[config.mk]
export PLATFORM = sky130hd
export DESIGN_NAME = pipeline_fetch
export DESIGN_NICKNAME = d
export VERILOG_FILES = /design/src/rtl/pipeline_fetch.sv
export SDC_FILE = /design/constraint.sdc
export NUM_CORES = 1
export LEC_CHECK = 0
export BUFFER_PORTS_ARGS = -buffer_cell sky130_fd_sc_hd__buf_2
export CAP_MARGIN = 15
export CORE_AREA = 4 4 124 126
export DETAILED_ROUTE_END_ITERATION = 16
export DIE_AREA = 0 0 128 130
export PLACE_DENSITY = 0.7
export SKIP_LAST_GASP = 1
export SLEW_MARGIN = 10
export SYNTH_ARGS = -nofsm -noshare
export SYNTH_HDL_FRONTEND = slang
export SYNTH_SLANG_ARGS = --single-unit
[constraint.sdc]
create_clock -name clk -period 2.7 [get_ports clk]
set_input_delay 0.27 -clock clk [delete_from_list [all_inputs] [get_ports clk]]
set_output_delay 0.27 -clock clk [all_outputs]
set_load 0.02 [all_outputs]
[src/rtl/pipeline_fetch.sv]
// pipeline_fetch: IF-stage controller that owns the PC, resolves ID redirects and drains the pipe on HALT.
// Ports:
//   clk            system clock, rising-edge state updates
//   reset          asynchronous active-low reset
//   stall          load-use stall, holds PC and IF/ID
//   branchTaken    conditional branch in ID resolved taken
//   jumpImm        J/JAL in ID
//   jumpReg        JR/JALR in ID
//   pcPlus4Id      pcPlus4 of the ID instruction
//   extendedImm    sign-extended immediate of the ID instruction
//   registerS1     forwarded rS1 (JR target)
//   instructionId  ID instruction (J target field [25:0])
//   imemData       instruction word at instrAddr
//   instrAddr      PC to instruction memory
//   pcPlus4        instrAddr + 4
//   preInstruction instruction word handed to the datapath
//   branch         squash of the IF instruction this cycle
//   ifIdWrIn       IF/ID write enable
//   endProgram     sticky program-finished flag
//   fetchCount     instructions issued (0 unless FETCH_COUNT_EN)
//   cycleCount     cycles since reset (0 unless FETCH_COUNT_EN)
// Optional feature macro: FETCH_COUNT_EN enables the fetchCount/cycleCount counters.
module pipeline_fetch #(
   parameter logic [31:0] RESET_PC     = 32'h00000000,
   parameter logic [31:0] HALT_WORD    = 32'hFFFFFFFF,
   parameter int          DRAIN_CYCLES = 4
) (
   input  logic        clk,
   input  logic        reset,
   input  logic        stall,
   input  logic        branchTaken,
   input  logic        jumpImm,
   input  logic        jumpReg,
   input  logic [31:0] pcPlus4Id,
   input  logic [31:0] extendedImm,
   input  logic [31:0] registerS1,
   input  logic [31:0] instructionId,
   input  logic [31:0] imemData,
   output logic [31:0] instrAddr,
   output logic [31:0] pcPlus4,
   output logic [31:0] preInstruction,
   output logic        branch,
   output logic        ifIdWrIn,
   output logic        endProgram,
   output logic [31:0] fetchCount,
   output logic [31:0] cycleCount
);
   typedef enum logic [1:0] {RUN, DRAIN, DONE} state_t;
   state_t      state;
   logic [31:0] pc;
   logic [3:0]  drainCnt;
   logic        redirect;
   logic        haltDetect;
   logic [31:0] target;
   logic        unusedBits;
   assign unusedBits = ^instructionId[31:26];
   // Reset is folded into the combinational outputs so they show the
   // documented reset values even while the async reset is held.
   always_comb begin
      redirect       = reset && state == RUN && !stall && (jumpReg || jumpImm || branchTaken);
      target         = jumpReg ? registerS1
                     : jumpImm ? {pcPlus4Id[31:28], instructionId[25:0], 2'b00}
                     : pcPlus4Id + (extendedImm << 2);
      haltDetect     = reset && state == RUN && !stall && !redirect && imemData == HALT_WORD;
      instrAddr      = pc;
      pcPlus4        = pc + 32'd4;
      branch         = redirect;
      ifIdWrIn       = !reset || state == DONE || !stall;
      preInstruction = (state == RUN && !haltDetect) ? imemData : 32'h0;
   end
   always_ff @(posedge clk or negedge reset) begin
      if (!reset) begin
         state      <= RUN;
         pc         <= RESET_PC;
         drainCnt   <= 4'd0;
         endProgram <= 1'b0;
      end else begin
         case (state)
            RUN: begin
               if (!stall) begin
                  if (redirect)
                     pc <= target;
                  else if (haltDetect) begin
                     state    <= DRAIN;
                     drainCnt <= 4'(DRAIN_CYCLES - 1);
                  end else
                     pc <= pc + 32'd4;
               end
            end
            DRAIN: begin
               if (!stall) begin
                  if (drainCnt == 4'd0) begin
                     state      <= DONE;
                     endProgram <= 1'b1;
                  end else
                     drainCnt <= drainCnt - 4'd1;
               end
            end
            default: state <= DONE;
         endcase
      end
   end
`ifdef FETCH_COUNT_EN
   logic fetchOk;
   assign fetchOk = state == RUN && !stall && !redirect && !haltDetect;
   always_ff @(posedge clk or negedge reset) begin
      if (!reset) begin
         fetchCount <= 32'h0;
         cycleCount <= 32'h0;
      end else begin
         if (fetchOk)
            fetchCount <= fetchCount + 32'd1;
         if (!endProgram)
            cycleCount <= cycleCount + 32'd1;
      end
   end
`else
   assign fetchCount = 32'h0;
   assign cycleCount = 32'h0;
`endif
endmodule

==> impl_metrics.ini, run 1 <==
[run_status]
status = finished, final reports clean

[route]
dr.pass1.iters = 5
via_count = 5977
detail_route.iter0.violations = 338
drcViolationCount = 0
number_of_routed_nets_with_antenna_violations = 0
vias_per_cell = 5.202
wl_mm = 20.25
route.detailed.wl_per_inst_um = 17.63

[grt]
gr-total-overflow = 0
grt_start_max_net_pins = 41
grt_pass1_wl_mm = 29.54
grt_usage = 0.2259
first_global_vias = 5453
number_of_antenna_violations_at_the_first_check_in_global_routing = 6

[pwr]
power-per-cell-area_mw_per_mm2 = 333.2
total_leakage_power_nw = 3.603
peakVddDrop_mv = 0.1878
report.power.total_w = 0.002277

[final_layout]
area_growth_pct = 31.10
finish.net_count = 1159
final_layout_size_suffix_gt1_frac = 0.3389
post-route-cell-area_mm2 = 0.006835
final_core_utilization = 0.4775

[sta]
final_critical_path_time_including_i_o_delays_and_setup_ns = 2.593
finalHoldViolations = 0
number_of_endpoints_failing_setup_at_the_final_stage = 0
worst_clock_skew_ns = 0.003640
count_of_final_max_slew_check_failures = 0
period_share = 0.9605
worst_pin_slew_ns = 0.5426
totalNegativeSetupSlack_ns = 0
max_clock_freq_mhz = 385.6
max-slew-margin-rel = 0.6378
grt_setup_unrepaired = false

[die]
die-width_um = 128
design.portCount = 329
row_count = 44
floorplan.die_area_mm2 = 0.01664
initial_utilization = 0.3642
core_area_mm2 = 0.01431
die_boundary_height_um = 130

[synth]
ys.warnings.count = 0
synth.cells.most_frequent = sky130_fd_sc_hd__buf_4, sky130_fd_sc_hd__nor2_1, sky130_fd_sc_hd__a21oi_1, sky130_fd_sc_hd__nand2_1, sky130_fd_sc_hd__o21ai_0
synth_ff_type = sky130_fd_sc_hd__dfrtp_1
top_cells_by_area_synth = sky130_fd_sc_hd__dfrtp_1, sky130_fd_sc_hd__buf_4, sky130_fd_sc_hd__ha_1, sky130_fd_sc_hd__a21oi_1, sky130_fd_sc_hd__xnor2_1
synth-adder-area-share = 0.07823
yosys.cell_types.count = 70
synthesized_instance_count = 694
synth_seq_cells = 39
dominant_combinational_cell_family_by_area_after_synthesis = compound AO/OA/AOI/OAI gates
synthArstFlopShare = 1.000
synthXorXnorAreaFrac = 0.08903
yosys.cell_count.top_type = sky130_fd_sc_hd__buf_4
ys_seq_area_frac = 0.1872
synth_edf_count = 0
post_synthesis_area_per_instance_um2 = 7.513
netlist_area_mm2 = 0.005214
synth.largest_area_cell = sky130_fd_sc_hd__dfrtp_1
synth_compound_gate_area_share = 0.2484
yosys.area.top_type_share = 0.1872
synth_mux_area_frac = 0.01800
synth-simple-area-share = 0.2402

[worst_setup_path]
worstPathRequired_ns = 2.43
crit_path_max_fanout = 5
path_class = reg2out
regToRegSetupSlack_ns = 0.30
reg2regPathDepth = 8
critPathCaptureType = output port
cp-start-kind = register
worst_ep_arrival_time_ns = 2.32
regToRegStartpoint = state[0]
worst_r2r_endpoint = instrAddr[27]

[placement]
postPlaceCellArea_mm2 = 0.006615
detailed_place_hpwl_mm = 17.06
io_port_bufs = 256
routabilityCongestion = 0.9525

[clocking]
tritoncts = yes
worst_skew_pair.late_latency_ns = 0.29
clockRootBuffer = sky130_fd_sc_hd__clkbuf_16
cts.path.max_buffers = 2
cts-buffers-inserted = 5
post-cts-setup-buffers = 0
worst_setup_hold_path_clk_slew_ns = 0.06
cts-htree-levels = 2
cts_num_sinks = 39

[worst_hold_path]
hold_crit_class = in2async

[job]
maxCapViolations = 0
==> cells in the final DEF (no fill, tap or decap), types with 31 or more instances in the layout <==
cell type                 instances
sky130_fd_sc_hd__and2_1          37
sky130_fd_sc_hd__nor2_1          59
sky130_fd_sc_hd__conb_1          64
sky130_fd_sc_hd__nand2_1         55
sky130_fd_sc_hd__buf_4           39
sky130_fd_sc_hd__ha_1            31
sky130_fd_sc_hd__a21oi_1         57
sky130_fd_sc_hd__o21ai_0         52
sky130_fd_sc_hd__buf_2          255
sky130_fd_sc_hd__dfrtp_1         38
==> stage by stage <==
| stage | hold WS [ns] | std cells | setup WS (ns) |
|---|---|---|---|
| floorplan | -0.02559 | 757 | 0.1309 |
| global placement | 0.4465 | 1138 | -0.07809 |
| detailed placement | 0.4515 | 1138 | -0.1017 |
| CTS | 0.1457 | 1146 | 0.008771 |
| global route | 0.1637 | 1148 | 0.006034 |
| finish | 0.1081 | 1149 | 0.1065 |
==> critical path: stages (launching register included) <==
cell and delay (ns):
sky130_fd_sc_hd__dfrtp_1 0.42, sky130_fd_sc_hd__nand2_1 0.16, sky130_fd_sc_hd__or3_1 0.48, sky130_fd_sc_hd__buf_4 0.19, sky130_fd_sc_hd__nor2_1 0.22, sky130_fd_sc_hd__nand4_1 0.15, sky130_fd_sc_hd__xnor2_1 0.21, sky130_fd_sc_hd__buf_2 0.21
==> registers in the layout, indices dropped and copies added (netlist names) <==
register    flops
state           2
drainCnt        4
instrAddr      32
endProgram      1
==> worst max path at each step <==
stage | startpoint | endpoint | slack, ns | cells past startpoint
floorplan | pcPlus4Id[2] | instrAddr[24] | 0.13 | 10
global placement | pcPlus4Id[2] | instrAddr[26] | -0.08 | 11
detailed placement | pcPlus4Id[2] | instrAddr[26] | -0.10 | 11
CTS | instrAddr[2] | pcPlus4[28] | 0.009 | 8
global route | pcPlus4Id[2] | instrAddr[24] | 0.006 | 11
finish | instrAddr[7] | pcPlus4[19] | 0.11 | 7
==> power by group <==
group	internal, W	switching (W)	total (W)	leakage, nW
Clock	0.000460	0.000249	0.000709	0.0869
Sequential	0.000611	0.0000439	0.000655	0.510
Combinational	0.000364	0.000550	0.000914	3.01
Total	0.00143	0.000842	0.00228	3.60
==> area by class of cell <==
cell class	count	area, µm²
Inverter	17	63.81
Multi-Input combinational cell	603	3794
Tap cell	184	230.2
Clock inverter	2	35.03
Timing Repair Buffer	295	1589
Clock buffer	6	138.9
Antenna cell	3	7.507
Sequential cell	39	977.2
Fill cell	1490	7478
==> cell families after synthesis <==
group                    Yosys count
other                              1
XOR/XNOR                          53
buffers and inverters            115
AND/OR/NAND/NOR                  239
adder cells (fa/ha/maj)           32
flip-flops                        39
multiplexers                       9
AO/OA/AOI/OAI                    206
==> repair_timing <==
action                                  in CTS  in global routing
resized for setup                            2                  8
pin swaps                                    0                  1
hold endpoints to repair                     0                  0
hold buffers                                 0                  0
endpoints found under the setup margin       2                  8
==> metal layers <==
layer	track usage	share of wire	up-vias
met5	0	0.0026	-
met4	0.06991	0.023	8
met3	0.04585	0.086	38
met2	0.4039	0.50	293
met1	0.2731	0.39	2727
li1	-	-	2911
No activity file was read; power rests on OpenSTA's default activity.
==> run 2, diff against run 1 <==
- ABC_AREA: default -> 1
- CORE_AREA: 4 4 124 126 -> 4 4 127 129
- DIE_AREA: 0 0 128 130 -> 0 0 131 133
- GPL_TIMING_DRIVEN: default -> 0
- PLACE_DENSITY: 0.7 -> 0.74
==> run 2 against run 1 <==
Combinational power rose by 98%. Total power up 42%. Critical endpoint is now pcPlus4[18]. Count of clock-buffer cells in the layout unchanged. Register-to-register slack gained 0.31 ns. Die area increased by 4.7%. Clock skew increased by 0.0033 ns.
==> impl_metrics.ini, run 2 <==
[sta]
max-slew-margin-rel = 0.5300
count_of_final_max_slew_check_failures = 0
max_clock_freq_mhz = 395.3
final_critical_path_time_including_i_o_delays_and_setup_ns = 2.530
worst_clock_skew_ns = 0.006913
finalHoldViolations = 0
number_of_endpoints_failing_setup_at_the_final_stage = 0
totalNegativeSetupSlack_ns = 0
grt_setup_unrepaired = false
worst_pin_slew_ns = 0.7051
period_share = 0.9370

[synth]
ys_seq_area_frac = 0.1574
post_synthesis_area_per_instance_um2 = 5.737
yosys.cell_types.count = 51
ys.warnings.count = 0
yosys.cell_count.top_type = sky130_fd_sc_hd__nand2_1
synth.largest_area_cell = sky130_fd_sc_hd__nand2_1
netlist_area_mm2 = 0.006202
yosys.area.top_type_share = 0.2003
synth.cells.most_frequent = sky130_fd_sc_hd__nand2_1, sky130_fd_sc_hd__nor2_1, sky130_fd_sc_hd__inv_1, sky130_fd_sc_hd__nand3_1, sky130_fd_sc_hd__buf_4
synth_ff_type = sky130_fd_sc_hd__dfrtp_1
top_cells_by_area_synth = sky130_fd_sc_hd__nand2_1, sky130_fd_sc_hd__dfrtp_1, sky130_fd_sc_hd__nor2_1, sky130_fd_sc_hd__inv_1, sky130_fd_sc_hd__buf_4
synth_seq_cells = 39
synthesized_instance_count = 1081
synthArstFlopShare = 1.000
synth_edf_count = 0

[die]
die-width_um = 131
design.portCount = 329
core_area_mm2 = 0.01503
floorplan.die_area_mm2 = 0.01742
initial_utilization = 0.4126
row_count = 45
die_boundary_height_um = 133

[final_layout]
mostFrequentLayoutCells = sky130_fd_sc_hd__nand2_1, sky130_fd_sc_hd__buf_2, sky130_fd_sc_hd__nor2_1
final_layout_size_suffix_gt1_frac = 0.2653
nFillCells = 1631
finish.net_count = 1604
sequential_cell_area_um2 = 975.9
area_growth_pct = 30.58
largest_reg_flops = 32
multi_input_area_mm2 = 0.004255
final_core_utilization = 0.5387
mostFrequentLayoutCell = sky130_fd_sc_hd__nand2_1

[clocking]
worst_setup_hold_path_clk_slew_ns = 0.06
clockRootBuffer = sky130_fd_sc_hd__clkbuf_16
tritoncts = yes
post-cts-setup-buffers = 0
cts.path.max_buffers = 2
cts-htree-levels = 2
cts_num_sinks = 39
worst_skew_pair.late_latency_ns = 0.28
cts-buffers-inserted = 5

[worst_setup_path]
cp-start-kind = register
critPathCaptureType = output port
crit_path_max_fanout = 5
worst_r2r_endpoint = instrAddr[18]
path_class = reg2out
regToRegStartpoint = instrAddr[2]
regToRegSetupSlack_ns = 0.61
worstPathRequired_ns = 2.43
reg2regPathDepth = 12
worst_ep_arrival_time_ns = 2.26

[placement]
routabilityCongestion = 0.9569
io_port_bufs = 255
detailed_place_hpwl_mm = 21.24

[route]
wl_mm = 24.89
vias_per_cell = 4.834
dr.pass1.iters = 5
via_count = 7710
route.detailed.wl_per_inst_um = 15.60
detail_route.iter0.violations = 428
drcViolationCount = 0
number_of_routed_nets_with_antenna_violations = 0

[worst_hold_path]
hold_crit_class = in2async

[grt]
first_global_vias = 7282
grt_pass1_wl_mm = 37.36
gr-total-overflow = 0
grt_start_max_net_pins = 43
number_of_antenna_violations_at_the_first_check_in_global_routing = 1
grt_usage = 0.2730

[run_status]
status = finished, final reports clean

[job]
maxCapViolations = 0

[pwr]
peakVddDrop_mv = 0.3191
total_leakage_power_nw = 4.855
report.power.total_w = 0.003229
power-per-cell-area_mw_per_mm2 = 398.7
run 2: power breakdown:
| part | total [W] | switching, W | internal, W |
|---|---|---|---|
| clock | 0.000593 | 0.000232 | 0.000361 |
| sequential | 0.000822 | 0.000151 | 0.000671 |
| combinational | 0.00181 | 0.00117 | 0.000643 |
| total | 0.00323 | 0.00155 | 0.00167 |
run 2: metrics by stage:
step | setup WS (ns) | instance area [µm²] | instances | hold WS (ns)
final | 0.1702 | 8099 | 1595 | 0.002380
after global routing | 0.05714 | 8099 | 1595 | 0.05439
after CTS | 0.1719 | 8094 | 1594 | 0.1847
after detailed placement | 0.01970 | 7950 | 1587 | 0.4558
after global placement | 0.03631 | 7950 | 1587 | 0.4546
after floorplan | 0.5796 | 6439 | 1144 | -0.02559
run 2: how the worst max path moves through the flow:
stage / start / to / slack [ns] / depth (start not counted)
2_1_floorplan: instrAddr[2] / instrAddr[24] / 0.58 / 12
3_3_place_gp: reset / instrAddr[14] / 0.04 / 7
3_5_place_dp: reset / instrAddr[19] / 0.02 / 9
4_1_cts: reset / branch / 0.17 / 5
5_1_grt: instrAddr[2] / pcPlus4[18] / 0.06 / 11
6_report: instrAddr[2] / pcPlus4[18] / 0.17 / 11
run 2: cell type report:
type,instances,share of cell area
Clock inverter,1,0.0006180
Inverter,145,0.06875
Buffer,93,0.08033
Tap cell,188,0.02904
Antenna cell,1,0.0003090
Clock buffer,6,0.01715
Multi-Input combinational cell,867,0.5254
Sequential cell,39,0.1205
Timing Repair Buffer,255,0.1579
run 2: layer usage:
layer | vias to the layer above | track usage | wire [µm]
met5 | - | 0 | 0
met1 | 3427 | 0.3374 | 10210
met3 | 33 | 0.03230 | 1738
met4 | 0 | 0.06857 | 600
li1 | 3939 | - | -
met2 | 311 | 0.4944 | 12340
run 2: cell families (layout without fill, tap and decap cells):
kind of cell,count (synthesis),in the layout,synth area share
AO/OA/AOI/OAI,105,105,0.09461
XOR/XNOR,32,32,0.04761
adder cells (fa/ha/maj),32,32,0.06577
buffers and inverters,238,500,0.1947
flip-flops,39,39,0.1574
multiplexers,1,1,0.001614
other,1,65,0.0006046
AND/OR/NAND/NOR,633,633,0.4378
run 2: timing repair:
action                                  in CTS  in global routing
gates resized for setup                      0                  1
endpoints found under the setup margin       0                 10
endpoints found under the hold margin        0                  0
hold buffers                                 0                  0
run 2: critical path, cell delays in order (launching register included):
cell and delay (ns):
sky130_fd_sc_hd__dfrtp_1 0.46, sky130_fd_sc_hd__ha_1 0.24, sky130_fd_sc_hd__nand3_2 0.15, sky130_fd_sc_hd__nor2_2 0.13
sky130_fd_sc_hd__nand2_2 0.08, sky130_fd_sc_hd__nor2_4 0.17, sky130_fd_sc_hd__nand2_1 0.12, sky130_fd_sc_hd__inv_2 0.08
sky130_fd_sc_hd__nand3_1 0.07, sky130_fd_sc_hd__xor2_1 0.25, sky130_fd_sc_hd__inv_1 0.06, sky130_fd_sc_hd__buf_2 0.16
==> run 3, diff against run 2 <==
- CORE_AREA: 4 4 127 129 -> 4 4 126 128
- CTS_BUF_LIST: default -> sky130_fd_sc_hd__clkbuf_4 sky130_fd_sc_hd__clkbuf_8
- DIE_AREA: 0 0 131 133 -> 0 0 130 132
- PLACE_DENSITY: 0.74 -> 0.76
==> run 3 against run 2 <==
The flow now finishes with violations (negative hold slack). First-iteration DRC count increased by 11%. Sequential power about the same. Clock skew is 0.0020 ns higher. Critical path type unchanged.
==> impl_metrics.ini, run 3 (synthesis results as in run 2) <==
[run_status]
status = finished with violations
failed_checks = negative hold slack

[final_layout]
area_growth_pct = 29.70
largest_reg_flops = 32
mostFrequentLayoutCell = sky130_fd_sc_hd__nand2_1
nFillCells = 1641
finish.net_count = 1604
layout.cells.non_filler = 1596
post-route-cell-area_mm2 = 0.008044
mostFrequentLayoutCells = sky130_fd_sc_hd__nand2_1, sky130_fd_sc_hd__buf_2, sky130_fd_sc_hd__nor2_1
final_layout_size_suffix_gt1_frac = 0.2658

[pwr]
total_leakage_power_nw = 4.827
report.power.total_w = 0.003054
peakVddDrop_mv = 0.2506
power-per-cell-area_mw_per_mm2 = 379.6

[sta]
max_clock_freq_mhz = 393.0
totalNegativeSetupSlack_ns = 0
count_of_final_max_slew_check_failures = 0
max-slew-margin-rel = 0.5768
period_share = 0.9423
grt_setup_unrepaired = false
worst_clock_skew_ns = 0.008868
finalHoldViolations = 13
number_of_endpoints_failing_setup_at_the_final_stage = 0
finalWorstSetupSlack_ns = 0.1557
hold-worst-slack_ns = -0.01584
final_critical_path_time_including_i_o_delays_and_setup_ns = 2.544
worst_pin_slew_ns = 0.6348

[clocking]
worst_setup_hold_path_clk_slew_ns = 0.09
cts_num_sinks = 39
tritoncts = yes
clockRootBuffer = sky130_fd_sc_hd__clkbuf_8
cts.path.max_buffers = 2
cts-buffers-inserted = 5
worst_skew_pair.late_latency_ns = 0.31
cts_hold_repair.buffers = 0
cts-htree-levels = 2

[die]
floorplan.die_area_mm2 = 0.01716
die_boundary_height_um = 132
initial_utilization = 0.4173
row_count = 45
core_area_mm2 = 0.01486
die-width_um = 130
design.portCount = 329

[worst_setup_path]
regToRegSetupSlack_ns = 0.60
regToRegStartpoint = instrAddr[2]
worst_ep_arrival_time_ns = 2.27
cp-start-kind = register
worstPathRequired_ns = 2.43
crit_path_max_fanout = 5
worst_r2r_endpoint = instrAddr[18]
startpoint = instrAddr[2]
critical_path.endpoint = pcPlus4[18]
reg2regPathDepth = 12
critPathCaptureType = output port
path_class = reg2out

[placement]
routabilityCongestion = 0.8955
preCtsSetupSlack_ns = 0.1012
detailed_place_hpwl_mm = 20.92
numPlacedInstances = 1587
postPlaceCellArea_mm2 = 0.007950
io_port_bufs = 255

[route]
via_count = 7763
dr.pass1.iters = 5
vias_per_cell = 4.864
maxUsedRoutingLayer = met5
number_of_routed_nets_with_antenna_violations = 0
met2WireLength_mm = 11.62
route.detailed.wl_per_inst_um = 15.11
wl_mm = 24.12
routedLengthMet1_mm = 9.682
drcViolationCount = 0
met3_wirelength_mm = 1.907
detail_route.iter0.violations = 476

[grt]
gr-total-overflow = 0
grt_pass1_wl_mm = 37.03
number_of_antenna_violations_at_the_first_check_in_global_routing = 2
first_global_vias = 7398
grt_usage = 0.2717
grt_start_max_net_pins = 43

[worst_hold_path]
hold_crit_class = in2async

[job]
maxCapViolations = 0
[run 3: changes by cell type in the layout (fill, tap and decap cells not counted), sizes merged]
cell / before / now
clkinvlp: 0 / 1
[run 3: worst min-delay path by stage]
| stage | depth (start not counted) | start | slack (ns) | to |
|---|---|---|---|---|
| detailed placement | 1 | endProgram | 0.47 | endProgram |
| global route | 1 | reset | 0.007 | instrAddr[9] |
| finish | 1 | reset | -0.02 | instrAddr[1] |
| CTS | 1 | reset | 0.15 | instrAddr[9] |
| global placement | 1 | endProgram | 0.46 | endProgram |
| floorplan | 0 | reset | -0.03 | drainCnt[0] |
[run 3: power breakdown]
group	total, W	switching (W)	internal, W
sequential	0.000823	0.000154	0.000669
combinational	0.00180	0.00116	0.000642
clock	0.000428	0.000237	0.000191
[run 3: metal layers]
layer	up-vias	GRT usage
met1	3443	0.3272
met4	2	0.09988
li1	3937	-
met3	57	0.04822
met2	324	0.4774
met5	-	0
[run 3: critical path: stages (launching register included)]
cell,delay [ns]
sky130_fd_sc_hd__dfrtp_1,0.46
sky130_fd_sc_hd__ha_1,0.23
sky130_fd_sc_hd__nand3_2,0.14
sky130_fd_sc_hd__nor2_2,0.13
sky130_fd_sc_hd__nand2_2,0.08
sky130_fd_sc_hd__nor2_4,0.16
sky130_fd_sc_hd__nand2_1,0.12
sky130_fd_sc_hd__inv_2,0.08
sky130_fd_sc_hd__nand3_1,0.07
sky130_fd_sc_hd__xor2_1,0.26
sky130_fd_sc_hd__inv_1,0.06
sky130_fd_sc_hd__buf_2,0.16
[run 3: timing repair]
item,in CTS,in global routing
setup endpoints to repair,0,28
gates resized for setup,0,1
setup buffers,0,0
[run 3: area by class of cell]
class	count	area (µm²)	share of cell area
multi-input cells	867	4255	0.5290
repair buffers	255	1279	0.1590
flip-flops and latches	39	975.9	0.1213
inverters	145	556.8	0.06922
diodes	1	2.502	0.0003111
clock inverters	2	12.51	0.001555
well taps	188	235.2	0.02924
clock buffers	6	76.32	0.009488
plain buffers	93	650.6	0.08088
[run 3: through the flow]
step                utilization  hold WS (ns)
floorplan                     -      -0.02559
global placement         0.5348        0.4565
detailed placement       0.5348        0.4660
CTS                      0.5408        0.1464
global route             0.5412      0.006751
finish                   0.5412      -0.01584
